File: src/rtl/instr_fetch_sequencer_pkg.sv
// Shared definitions for the fetch sequencer and the control-unit decoder:
// sequencer states, opcode field geometry and the HALT opcode value.
package instr_fetch_sequencer_pkg;

    typedef enum logic [2:0] {
        S_IDLE,
        S_FETCH,
        S_ISSUE,
        S_EXEC,
        S_HALT
    } seq_state_e;

    localparam int unsigned      OPC_W       = 3;
    localparam logic [OPC_W-1:0] HALT_OP_DEF = 3'b111;

endpackage

File: src/rtl/instr_fetch_sequencer_pc_counter.sv
// Program counter: synchronous reset to PC_RST, branch load, or +1 with
// natural wrap at 2^ADDR_W. Load has priority over increment.
module instr_fetch_sequencer_pc_counter #(
    parameter int unsigned       ADDR_W = 8,
    parameter logic [ADDR_W-1:0] PC_RST = '0
) (
    input  logic              clk_i,
    input  logic              rst_ni,
    input  logic              load_i,
    input  logic [ADDR_W-1:0] load_val_i,
    input  logic              inc_i,
    output logic [ADDR_W-1:0] pc_o
);

    localparam logic [ADDR_W-1:0] PC_ONE = ADDR_W'(1);

    logic [ADDR_W-1:0] pc_q, pc_d;

    always_comb begin
        pc_d = pc_q;
        if (load_i) begin
            pc_d = load_val_i;
        end else if (inc_i) begin
            pc_d = pc_q + PC_ONE;
        end
    end

    always_ff @(posedge clk_i) begin
        if (!rst_ni) begin
            pc_q <= PC_RST;
        end else begin
            pc_q <= pc_d;
        end
    end

    assign pc_o = pc_q;

endmodule

File: src/rtl/instr_fetch_sequencer.sv
// Fetch/issue/execute sequencer: fetches words over req/ack, issues them to
// the control unit, applies branch redirects, stops on HALT or watchdog expiry.
module instr_fetch_sequencer
    import instr_fetch_sequencer_pkg::*;
#(
    parameter int unsigned       ADDR_W  = 8,
    parameter int unsigned       INSTR_W = 16,
    parameter logic [OPC_W-1:0]  HALT_OP = HALT_OP_DEF,
    parameter int unsigned       TIMEOUT = 16,
    parameter logic [ADDR_W-1:0] PC_RST  = '0
) (
    input  logic               clock,
    input  logic               Resetn,
    input  logic               Run,
    output logic               mem_req,
    output logic [ADDR_W-1:0]  mem_addr,
    input  logic               mem_ack,
    input  logic [INSTR_W-1:0] mem_data,
    output logic [INSTR_W-1:0] iin,
    output logic               exec_start,
    input  logic               exec_done,
    input  logic               br_valid,
    input  logic [ADDR_W-1:0]  br_addr,
    output logic [ADDR_W-1:0]  pc,
    output logic               busy,
    output logic               halted,
    output logic               fault
);

    localparam int unsigned     WD_W    = $clog2(TIMEOUT);
    localparam logic [WD_W-1:0] WD_LAST = WD_W'(TIMEOUT - 1);
    localparam logic [WD_W-1:0] WD_ONE  = WD_W'(1);

    seq_state_e         state_q, state_d;
    logic [INSTR_W-1:0] iin_q, iin_d;
    logic [WD_W-1:0]    wd_q, wd_d;
    logic               fault_q, fault_d;
    logic               pc_load, pc_inc;
    logic               issue_halt;

    assign issue_halt = (iin_q[INSTR_W-1 -: OPC_W] == HALT_OP);

    always_comb begin
        state_d = state_q;
        iin_d   = iin_q;
        wd_d    = wd_q;
        fault_d = fault_q;
        pc_load = 1'b0;
        pc_inc  = 1'b0;
        unique case (state_q)
            S_IDLE: begin
                if (Run) state_d = S_FETCH;
            end
            S_FETCH: begin
                if (mem_ack) begin
                    iin_d   = mem_data;
                    pc_inc  = 1'b1;
                    state_d = S_ISSUE;
                end
            end
            S_ISSUE: begin
                if (issue_halt) begin
                    state_d = S_HALT;
                end else begin
                    wd_d    = '0;
                    state_d = S_EXEC;
                end
            end
            S_EXEC: begin
                // exec_done is checked first so a done on the last watchdog cycle wins
                if (exec_done) begin
                    pc_load = br_valid;
                    state_d = Run ? S_FETCH : S_IDLE;
                end else if (wd_q == WD_LAST) begin
                    fault_d = 1'b1;
                    state_d = S_HALT;
                end else begin
                    wd_d = wd_q + WD_ONE;
                end
            end
            S_HALT: begin
                state_d = S_HALT;
            end
            default: begin
                state_d = S_IDLE;
            end
        endcase
    end

    always_ff @(posedge clock) begin
        if (!Resetn) begin
            state_q <= S_IDLE;
            iin_q   <= '0;
            wd_q    <= '0;
            fault_q <= 1'b0;
        end else begin
            state_q <= state_d;
            iin_q   <= iin_d;
            wd_q    <= wd_d;
            fault_q <= fault_d;
        end
    end

    instr_fetch_sequencer_pc_counter #(
        .ADDR_W (ADDR_W),
        .PC_RST (PC_RST)
    ) u_pc (
        .clk_i      (clock),
        .rst_ni     (Resetn),
        .load_i     (pc_load),
        .load_val_i (br_addr),
        .inc_i      (pc_inc),
        .pc_o       (pc)
    );

    assign mem_req    = (state_q == S_FETCH);
    assign mem_addr   = pc;
    assign iin        = iin_q;
    assign exec_start = (state_q == S_ISSUE) && !issue_halt;
    assign busy       = (state_q != S_IDLE) && (state_q != S_HALT);
    assign halted     = (state_q == S_HALT);
    assign fault      = fault_q;

endmodule
File: config.mk
export PLATFORM = sky130hd
export DESIGN_NAME = instr_fetch_sequencer
export DESIGN_NICKNAME = d
export VERILOG_FILES = /design/src/rtl/instr_fetch_sequencer_pkg.sv /design/src/rtl/instr_fetch_sequencer_pc_counter.sv /design/src/rtl/instr_fetch_sequencer.sv
export SDC_FILE = /design/constraint.sdc
export NUM_CORES = 1
export LEC_CHECK = 0
export CAP_MARGIN = 5
export CORE_MARGIN = 10
export CORE_UTILIZATION = 45
export DETAILED_ROUTE_END_ITERATION = 10
export PLACE_DENSITY = 0.9
export SYNTH_ARGS = -nofsm -noshare
export SYNTH_HDL_FRONTEND = slang
export SYNTH_SLANG_ARGS = --single-unit
File: constraint.sdc
create_clock -name clock -period 2.3 [get_ports clock]
set_input_delay 0.69 -clock clock [delete_from_list [all_inputs] [get_ports clock]]
set_output_delay 0.69 -clock clock [all_outputs]
set_load 0.02 [all_outputs]
==> results.ini, run 1 <==
[floorplan]
top_level_ports=67
die_h_um=78.84
start_util_pct=46.68
rows=21
core_area_sq_um=3337
die_w_um=78.84
dieArea_sq_um=6215

[worst_setup_path]
r2r_start=state_q[2]
cp_top_family=simple AND/OR/NAND/NOR gates
cp_num_buf_inv=1
critPathLaunchType=flop
worstPathCellList=or2_2 > nor2_1 > dlygate4sd2_1
required_ps=1610
cp-startpoint=state_q[1]
reg2reg_to=u_pc.pc_o[0]
critPathMaxFanout=9
crit_slowest_cell=dfxtp_2
cp.depth=3
crit_end=halted
cp-end-kind=output port
arrival_ps=1510
reg2regPathDepth=4
ff2ff_setup_slack_ps=820
cpPeakStageDelay_ps=370
crit_type=reg2out

[power]
leakagePower_nw=0.8488
p_sw_share_pct=28.46
p_clk_share_pct=32.0
p_comb_share_pct=25.6
vdd_drop_max_v=0.0004309
switching_power_uw=425.7
seqPwrFrac_pct=42.4
pwr_density_cell_nw_per_um2=656.5
intPower_mw=1.070

[layout]
fin_cells=290
antenna_cells=0
final_nets=275
drive_gt1_share_pct=7.377
num-fill-cells=309
layout_common_cells=clkdlybuf4s50_1, nand2_1, dfxtp_1, a21boi_0, nand3_1
final_util_pct=68.28
area.growth.synth_to_final_pct=46.27
final_common_cell=clkdlybuf4s50_1

[route]
firstDrtPassIters=6
wl_per_cell_um=14.63
ant_nets=0
vias=1512
drt-vias-per-instance=5.214
drt_wl_total_mm=4.244
drt_iter0_markers=62
drcViolationCount=0

[clock_network]
ctsHtreeMaxLevel=2
root_buffer=clkbuf_4
clk_latency_ps=340
cts_buffer_depth=2
clock-sinks=32
cts_tree=done
cts_setup_buffers=0
path_clk_slew_ps=90
cts_inserted_buffers=5

[placed_design]
gp_congestion=0.8085
place_inst=282
place_worst_setup_slack_ps=84.97
io_buffer_count=66
hpwl_mm=3.322

[timing]
final.setup.tns_ps=0
finalHoldViolCount=0
rsz0062_at_grt=no
min_period_ps=2196
setup_viol=0
max-slew-margin-rel_pct=76.22
final_max_slew_viol_count=0
period_share_pct=95.50
fin_ws_ps=103.6
clock.fmax_mhz=455.3
tightest_slew_ps=356.7
fin_skew_ps=4.858

[grt]
antenna_found_initial=0
grtUsageTotal_pct=14.29
grt_max_degree=33
grt_pass1_vias=1556
grt-ovfl-total=0
grt_pass1_wl_mm=7.169

[logic_synthesis]
ys_seq_area_share_pct=41.12
synth_fp_nets=216
syn-mean-instance-area_sq_um=8.466
synth_cells=184
ys_types=40
synth-main-ff-cell=dfxtp_1
ys_seq_elements=32
yosys_warnings=0
synth-edff-count=0
synthArstFlopShare_pct=0
netlist_area_sq_um=1558

[hold_path]
holdCritPathClass=reg2reg

[status]
outcome=finished clean

[flow_run]
maxCapViolCount=0

==> cell type report <==
class                   count  area (sq um)  area share (%)
clock buffers               7         65.06           2.856
clock inverters             1         30.03           1.318
inverters                   2         7.507          0.3295
multi-input cells         132         785.8           34.49
flip-flops and latches     32         643.1           28.23
well taps                  46         57.56           2.526
repair buffers             70         689.4           30.26
==> logic make-up after synthesis <==
| family | synth area share, % |
|---|---|
| multiplexers | 1.285 |
| adder cells (fa/ha/maj) | 1.606 |
| AND/OR/NAND/NOR | 25.30 |
| AO/OA/AOI/OAI | 20.00 |
| XOR/XNOR | 2.249 |
| buffers and inverters | 8.433 |
| flip-flops | 41.12 |
==> cells in the mapped netlist, drive strengths merged (2+ instances only) <==
| cell type | instances | area, sq um |
|---|---|---|
| ha | 2 | 25.02 |
| a32oi | 2 | 17.52 |
| xor2 | 4 | 35.03 |
| a21oi | 6 | 30.03 |
| nand4 | 4 | 25.02 |
| a22oi | 3 | 22.52 |
| a21boi | 21 | 157.6 |
| nand3 | 9 | 45.04 |
| buf | 15 | 112.6 |
| inv | 2 | 7.510 |
| nand2 | 41 | 153.9 |
| dfxtp | 32 | 640.6 |
| mux2i | 2 | 20.02 |
| nor2b | 4 | 25.02 |
| clkbuf | 3 | 11.26 |
| and3 | 4 | 25.02 |
| and4bb | 2 | 25.02 |
| nor2 | 8 | 30.03 |
| o21ai | 4 | 20.01 |
==> flip-flops by register name (all words and copies together), names as in the netlist <==
register   count
state_q        3
fault          1
wd_q           4
u_pc.pc_o      8
iin           16
==> power groups by stage <==
stage          registers (mW)  logic [mW]  clock network, mW
4_1_cts                 0.633       0.389              0.492
3_3_place_gp            0.643       0.385                  0
5_1_grt                 0.641       0.421              0.508
6_report                0.634       0.383              0.478
3_5_place_dp            0.644       0.392                  0
2_1_floorplan           0.667       0.196                  0
==> worst min-delay path, stage by stage (launching register included) <==
cell,delay (ps)
dfxtp_1,320
nand2_1,40
a21boi_0,60
==> timing repair <==
action / 4_1_cts / 5_1_grt
endpoints found under the hold margin: 0 / 0
hold buffers: 0 / 0
gates resized for setup: 5 / 1
setup endpoints to repair: 4 / 1
==> metal layers <==
metal | track usage, % | vias up | share of wire, %
met5 | 0 | - | 0
met4 | 7.885 | 0 | 2.3
met3 | 5.631 | 10 | 8.2
met2 | 24.18 | 57 | 47
met1 | 14.91 | 695 | 42
li1 | - | 750 | -
==> worst min path at each step <==
stage,startpoint,endpoint,slack [ps],cells after the start
CTS,iin[4],iin[4],470,2
global placement,fault,fault,450,1
finish,iin[4],iin[4],460,2
global route,iin[4],iin[4],490,2
detailed placement,iin[11],iin[11],450,2
floorplan,wd_q[0],wd_q[0],460,2
==> metrics by stage <==
step                      total power, mW  hold slack, ps  instance area, sq um
after global routing                1.570           486.3                  2278
after CTS                           1.514           468.6                  2276
after floorplan                    0.8626           461.8                  1558
final                               1.496           463.9                  2278
after detailed placement            1.036           454.5                  2182
after global placement              1.028           446.1                  2182
(Power assumes the default switching activity.)
==> run 2: changes to the inputs <==
--- a/config.mk
+++ b/config.mk
@@ -7,9 +7,9 @@
 export LEC_CHECK = 0
 export CAP_MARGIN = 5
 export CORE_MARGIN = 10
-export CORE_UTILIZATION = 45
+export CORE_UTILIZATION = 34
 export DETAILED_ROUTE_END_ITERATION = 10
-export PLACE_DENSITY = 0.9
+export PLACE_DENSITY = 0.72
 export SYNTH_ARGS = -nofsm -noshare
 export SYNTH_HDL_FRONTEND = slang
 export SYNTH_SLANG_ARGS = --single-unit
==> results.ini, run 2 (synthesized netlist as in run 1, its figures left out) <==
[status]
outcome=finished clean  ; unchanged

[route]
drt_wl_total_mm=4.433  ; was 4.244 mm
drt-vias-per-instance=4.940  ; was 5.214
drt_iter0_markers=106  ; was 62
vias=1472  ; was 1,512
wl_per_cell_um=14.88  ; was 14.63 um
firstDrtPassIters=5  ; was 6
ant_nets=0  ; unchanged
drcViolationCount=0  ; unchanged

[timing]
clock.fmax_mhz=457.6  ; was 455.3 MHz
final_max_slew_viol_count=0  ; unchanged
fin_skew_ps=6.589  ; was 4.858 ps
rsz0062_at_grt=no  ; unchanged
min_period_ps=2185  ; was 2196 ps
setup_viol=0  ; unchanged
final.setup.tns_ps=0  ; unchanged
period_share_pct=95.01  ; was 95.50%
max-slew-margin-rel_pct=79.52  ; was 76.22%
tightest_slew_ps=305.5  ; was 356.7 ps
finalHoldViolCount=0  ; unchanged

[power]
switching_power_uw=438.1  ; was 425.7 uW
pwr_density_cell_nw_per_um2=638.7  ; was 656.5 nW/um^2
p_sw_share_pct=29.89  ; was 28.46%
p_clk_share_pct=29.9  ; was 32.0%
vdd_drop_max_v=0.0004488  ; was 0.0004309 V
leakagePower_nw=0.8468  ; was 0.8488 nW
intPower_mw=1.028  ; was 1.070 mW
seqPwrFrac_pct=43.2  ; was 42.4%
p_comb_share_pct=26.9  ; was 25.6%
power.total_mw=1.466  ; was 1.496 mW

[clock_network]
cts_buffer_depth=2  ; unchanged
root_buffer=clkbuf_8  ; was clkbuf_4
cts_tree=done  ; unchanged
clock-sinks=32  ; unchanged
cts_inserted_buffers=5  ; unchanged
clk_latency_ps=280  ; was 340 ps
hold_buffers=0  ; unchanged
ctsHtreeMaxLevel=2  ; unchanged
path_clk_slew_ps=70  ; was 90 ps
cts_setup_buffers=0  ; unchanged

[grt]
grt_pass1_vias=1450  ; was 1,556
antenna_found_initial=0  ; unchanged
grt_pass1_wl_mm=7.224  ; was 7.169 mm
grt-ovfl-total=0  ; unchanged
grtUsageTotal_pct=11.71  ; was 14.29%
grt_max_degree=33  ; unchanged

[layout]
final_nets=277  ; was 275
largest_reg_flops=16  ; unchanged
drive_gt1_share_pct=7.724  ; was 7.377%
antenna_cells=0  ; unchanged
layout_common_cells=clkdlybuf4s50_1, nand2_1, dfxtp_1, a21boi_0, nand3_1  ; unchanged
final_common_cell=clkdlybuf4s50_1  ; unchanged
area.growth.synth_to_final_pct=47.31  ; was 46.27%

[floorplan]
rows=24  ; was 21
die_w_um=87.69  ; was 78.84 um
start_util_pct=35.53  ; was 46.68%
top_level_ports=67  ; unchanged
core_area_sq_um=4384  ; was 3337 sq um
die_h_um=87.69  ; was 78.84 um
dieArea_sq_um=7689  ; was 6215 sq um

[worst_setup_path]
arrival_ps=1500  ; was 1510 ps
critPathMaxFanout=5  ; was 9
critPathLaunchType=flop  ; unchanged
cp-end-kind=output port  ; unchanged
crit_type=reg2out  ; unchanged
required_ps=1610  ; about the same
worstPathCellList=or2_2 > clkdlybuf4s50_1  ; was or2_2 > nor2_1 > dlygate4sd2_1
cpPeakStageDelay_ps=550  ; was 370 ps
crit_slowest_cell=clkdlybuf4s50_1  ; was dfxtp_2
ff2ff_setup_slack_ps=760  ; was 820 ps

[hold_path]
holdCritPathClass=reg2reg  ; unchanged

[placed_design]
gp_congestion=0.8612  ; was 0.8085
hpwl_mm=3.348  ; was 3.322 mm
io_buffer_count=66  ; unchanged

[flow_run]
maxCapViolCount=0  ; unchanged

[run 2: routing by layer]
layer,up-vias,part of all wire (%),global-route usage [%]
met4,0,0.95,4.058
met3,4,10,6.314
met5,-,0,0
li1,755,-,-
met1,657,44,13.65
met2,56,45,17.86
[run 2: per-stage QoR]
stage / hold WS [ps] / cells / setup slack [ps] / instance area (sq um) / util [%]
after floorplan: 461.8 / 184 / 499.6 / 1558 / -
after global placement: 448.6 / 290 / 150.9 / 2205 / 50.29
after detailed placement: 455.5 / 290 / 93.49 / 2205 / 50.29
after CTS: 464.9 / 298 / 69.48 / 2293 / 52.31
after global routing: 476.5 / 298 / 17.42 / 2295 / 52.34
final: 461.3 / 298 / 114.7 / 2295 / 52.34
[run 2: cell type report]
cell class | count | area [sq um]
Clock inverter | 2 | 10.01
Tap cell | 52 | 65.06
Fill cell | 410 | 2090
Inverter | 2 | 7.507
Timing Repair Buffer | 72 | 701.9
Multi-Input combinational cell | 132 | 785.8
Clock buffer | 6 | 82.58
Sequential cell | 32 | 641.9
[run 2: timing repair]
item	in CTS	in global routing
endpoints found under the setup margin	3	1
gates resized for setup	3	1
endpoints found under the hold margin	0	0
[run 2: worst max-delay path, delay by kind of cell (launching register included)]
kind          cells  cell delay [ps]
buf+inv           1              550
flops             1              350
simple gates      1              320
[run 2: power by group through the flow]
stage / combinational, mW / clock (mW) / sequential [mW]
finish: 0.395 / 0.438 / 0.633
global route: 0.434 / 0.490 / 0.640
CTS: 0.399 / 0.455 / 0.631
detailed placement: 0.404 / 0 / 0.644
global placement: 0.400 / 0 / 0.642
floorplan: 0.196 / 0 / 0.667
[run 2: path summary, 6_finish.rpt]
kind	from	to	cells after the start
min	iin[1]	iin[1]	2
max	state_q[1]	busy	2
min reg2reg	iin[1]	iin[1]	2
max reg2reg	state_q[1]	u_pc.pc_o[0]	6
==> run 3: changes to the inputs <==
--- a/config.mk
+++ b/config.mk
@@ -10,6 +10,7 @@
 export CORE_UTILIZATION = 34
 export DETAILED_ROUTE_END_ITERATION = 10
 export PLACE_DENSITY = 0.72
+export SETUP_SLACK_MARGIN = 0.2
 export SYNTH_ARGS = -nofsm -noshare
 export SYNTH_HDL_FRONTEND = slang
 export SYNTH_SLANG_ARGS = --single-unit
==> constraint.sdc (replaced) <==
create_clock -name clock -period 2.55 [get_ports clock]
set_input_delay 0.765 -clock clock [delete_from_list [all_inputs] [get_ports clock]]
set_output_delay 0.765 -clock clock [all_outputs]
set_load 0.02 [all_outputs]
==> results.ini, run 3 (synthesized netlist as in run 1, its figures left out) <==
[status]
outcome=finished clean  ; unchanged

[route]
drt_wl_total_mm=4.256  ; was 4.433 mm
wl_met1_mm=1.861  ; was 1.932 mm
drcViolationCount=0  ; unchanged
firstDrtPassIters=4  ; was 5
ant_nets=0  ; unchanged
drt-vias-per-instance=5.031  ; was 4.940
drt_iter0_markers=65  ; was 106
vias=1484  ; was 1,472
top_layer=met4  ; unchanged
wl_per_cell_um=14.43  ; was 14.88 um
wl_met3_um=362  ; was 451 um
wl_met2_mm=1.964  ; was 2.006 mm

[layout]
final_common_cell=clkdlybuf4s50_1  ; unchanged
drive_gt1_share_pct=6.996  ; was 7.724%
final_nets=275  ; was 277
antenna_cells=0  ; unchanged
num-fill-cells=431  ; was 410
multi_input_area_sq_um=788.3  ; was 785.8 sq um
regArea_sq_um=641.9  ; unchanged
final_util_pct=52.20  ; was 52.34%
largest_reg_flops=16  ; unchanged
layout_common_cells=clkdlybuf4s50_1, nand2_1, dfxtp_1, a21boi_0, nand3_1  ; unchanged
final_area_sq_um=2288  ; was 2295 sq um
area.growth.synth_to_final_pct=46.91  ; was 47.31%

[floorplan]
core_area_sq_um=4384  ; unchanged
rows=24  ; unchanged
die_h_um=87.69  ; unchanged
start_util_pct=35.53  ; unchanged
dieArea_sq_um=7689  ; unchanged
die_w_um=87.69  ; unchanged
top_level_ports=67  ; unchanged

[worst_setup_path]
ff2ff_setup_slack_ps=1050  ; was 760 ps
r2r_start=state_q[1]  ; unchanged
critPathLaunchType=flop  ; unchanged
arrival_ps=1490  ; was 1500 ps
crit_end=exec_start  ; was busy
worstPathCellList=nor2b_2 > and3_1 > dlygate4sd2_1  ; was or2_2 > clkdlybuf4s50_1
cp-end-kind=output port  ; unchanged
crit_slowest_cell=dfxtp_1  ; was clkdlybuf4s50_1
reg2regPathDepth=5  ; was 6
crit_type=reg2out  ; unchanged
cp-startpoint=state_q[1]  ; unchanged
cpPeakStageDelay_ps=460  ; was 550 ps
reg2reg_to=u_pc.pc_o[0]  ; unchanged
required_ps=1790  ; was 1610 ps
critPathMaxFanout=9  ; was 5

[timing]
final.setup.tns_ps=0  ; unchanged
final_max_slew_viol_count=0  ; unchanged
clock.fmax_mhz=444.1
min_period_ps=2252
period_share_pct=88.30
max-slew-margin-rel_pct=78.82  ; was 79.52%
rsz0062_at_grt=yes  ; was no
tightest_slew_ps=317.7  ; was 305.5 ps
finalHoldViolCount=0  ; unchanged
fin_skew_ps=3.155  ; was 6.589 ps
setup_viol=0  ; unchanged

[clock_network]
path_clk_slew_ps=60  ; was 70 ps
clk_latency_ps=280  ; about the same
root_buffer=clkbuf_8  ; unchanged
cts_buffer_depth=2  ; unchanged
cts_tree=done  ; unchanged
clock-sinks=32  ; unchanged
cts_inserted_buffers=5  ; unchanged
ctsHtreeMaxLevel=2  ; unchanged

[placed_design]
gp_congestion=0.8229  ; was 0.8612
hpwl_mm=3.266  ; was 3.348 mm
io_buffer_count=66  ; unchanged
placed_cell_area_sq_um=2190  ; was 2205 sq um

[power]
pwr_density_cell_nw_per_um2=582.1  ; was 638.7 nW/um^2
vdd_drop_max_v=0.0002811  ; was 0.0004488 V
leakagePower_nw=0.8474  ; was 0.8468 nW
power.total_mw=1.332  ; was 1.466 mW

[grt]
grt_pass1_vias=1497  ; was 1,450
grt-ovfl-total=0  ; unchanged
grt_pass1_wl_mm=7.134  ; was 7.224 mm
grt_max_degree=33  ; unchanged
grtUsageTotal_pct=11.55  ; was 11.71%
antenna_found_initial=0  ; unchanged

[hold_path]
holdCritPathClass=reg2reg  ; unchanged

[flow_run]
maxCapViolCount=0  ; unchanged

-- run 3: changes by cell type in the layout (fill, tap and decap cells not counted), sizes merged --
cell / delta
buf: -2
clkinv: -2
clkbuf: +1
clkdlybuf4s50: -1
dlymetal6s2s: +1
-- run 3: area by class of cell --
class	count	share of cell area, %
clock buffers	7	4.210
inverters	2	0.3280
multi-input cells	132	34.45
flip-flops and latches	32	28.05
well taps	52	2.843
repair buffers	70	30.13
-- run 3: worst min-delay path by stage --
| stage | start | endpoint | slack [ps] | depth (start not counted) |
|---|---|---|---|---|
| 6_report | iin[12] | iin[12] | 460 | 2 |
| 5_1_grt | iin[5] | iin[5] | 490 | 2 |
| 3_5_place_dp | iin[12] | iin[12] | 460 | 2 |
| 2_1_floorplan | wd_q[0] | wd_q[0] | 460 | 2 |
| 3_3_place_gp | iin[5] | iin[5] | 450 | 2 |
| 4_1_cts | iin[12] | iin[12] | 470 | 2 |
-- run 3: power breakdown --
part           internal (mW)  switching, mW  total (mW)
clock network          0.240          0.176       0.416
registers              0.536         0.0366       0.573
logic                  0.169          0.174       0.344
-- run 3: per-layer routing --
metal	vias to the layer above	track usage, %
li1	749	-
met5	-	0
met4	0	4.928
met3	7	5.571
met2	39	18.65
met1	689	12.65
-- run 3: worst max-delay path, delay by kind of cell, from the launching register on --
kind,cells,cell delay [ps]
flops,1,460
simple gates,2,400
buf+inv,1,340
-- run 3: stage by stage --
step	worst slack, ps	hold slack (ps)	instances
finish	298.4	461.1	295
global route	193.0	489.5	295
CTS	234.6	466.0	295
detailed placement	258.4	456.8	288
global placement	311.2	448.3	288
floorplan	674.6	461.8	184
-- run 3: repair_timing --
item / CTS / global route
hold buffers: 0 / 0
endpoints found under the setup margin: 3 / 2
buffers inserted: 0 / 0
gates resized for setup: 3 / 3
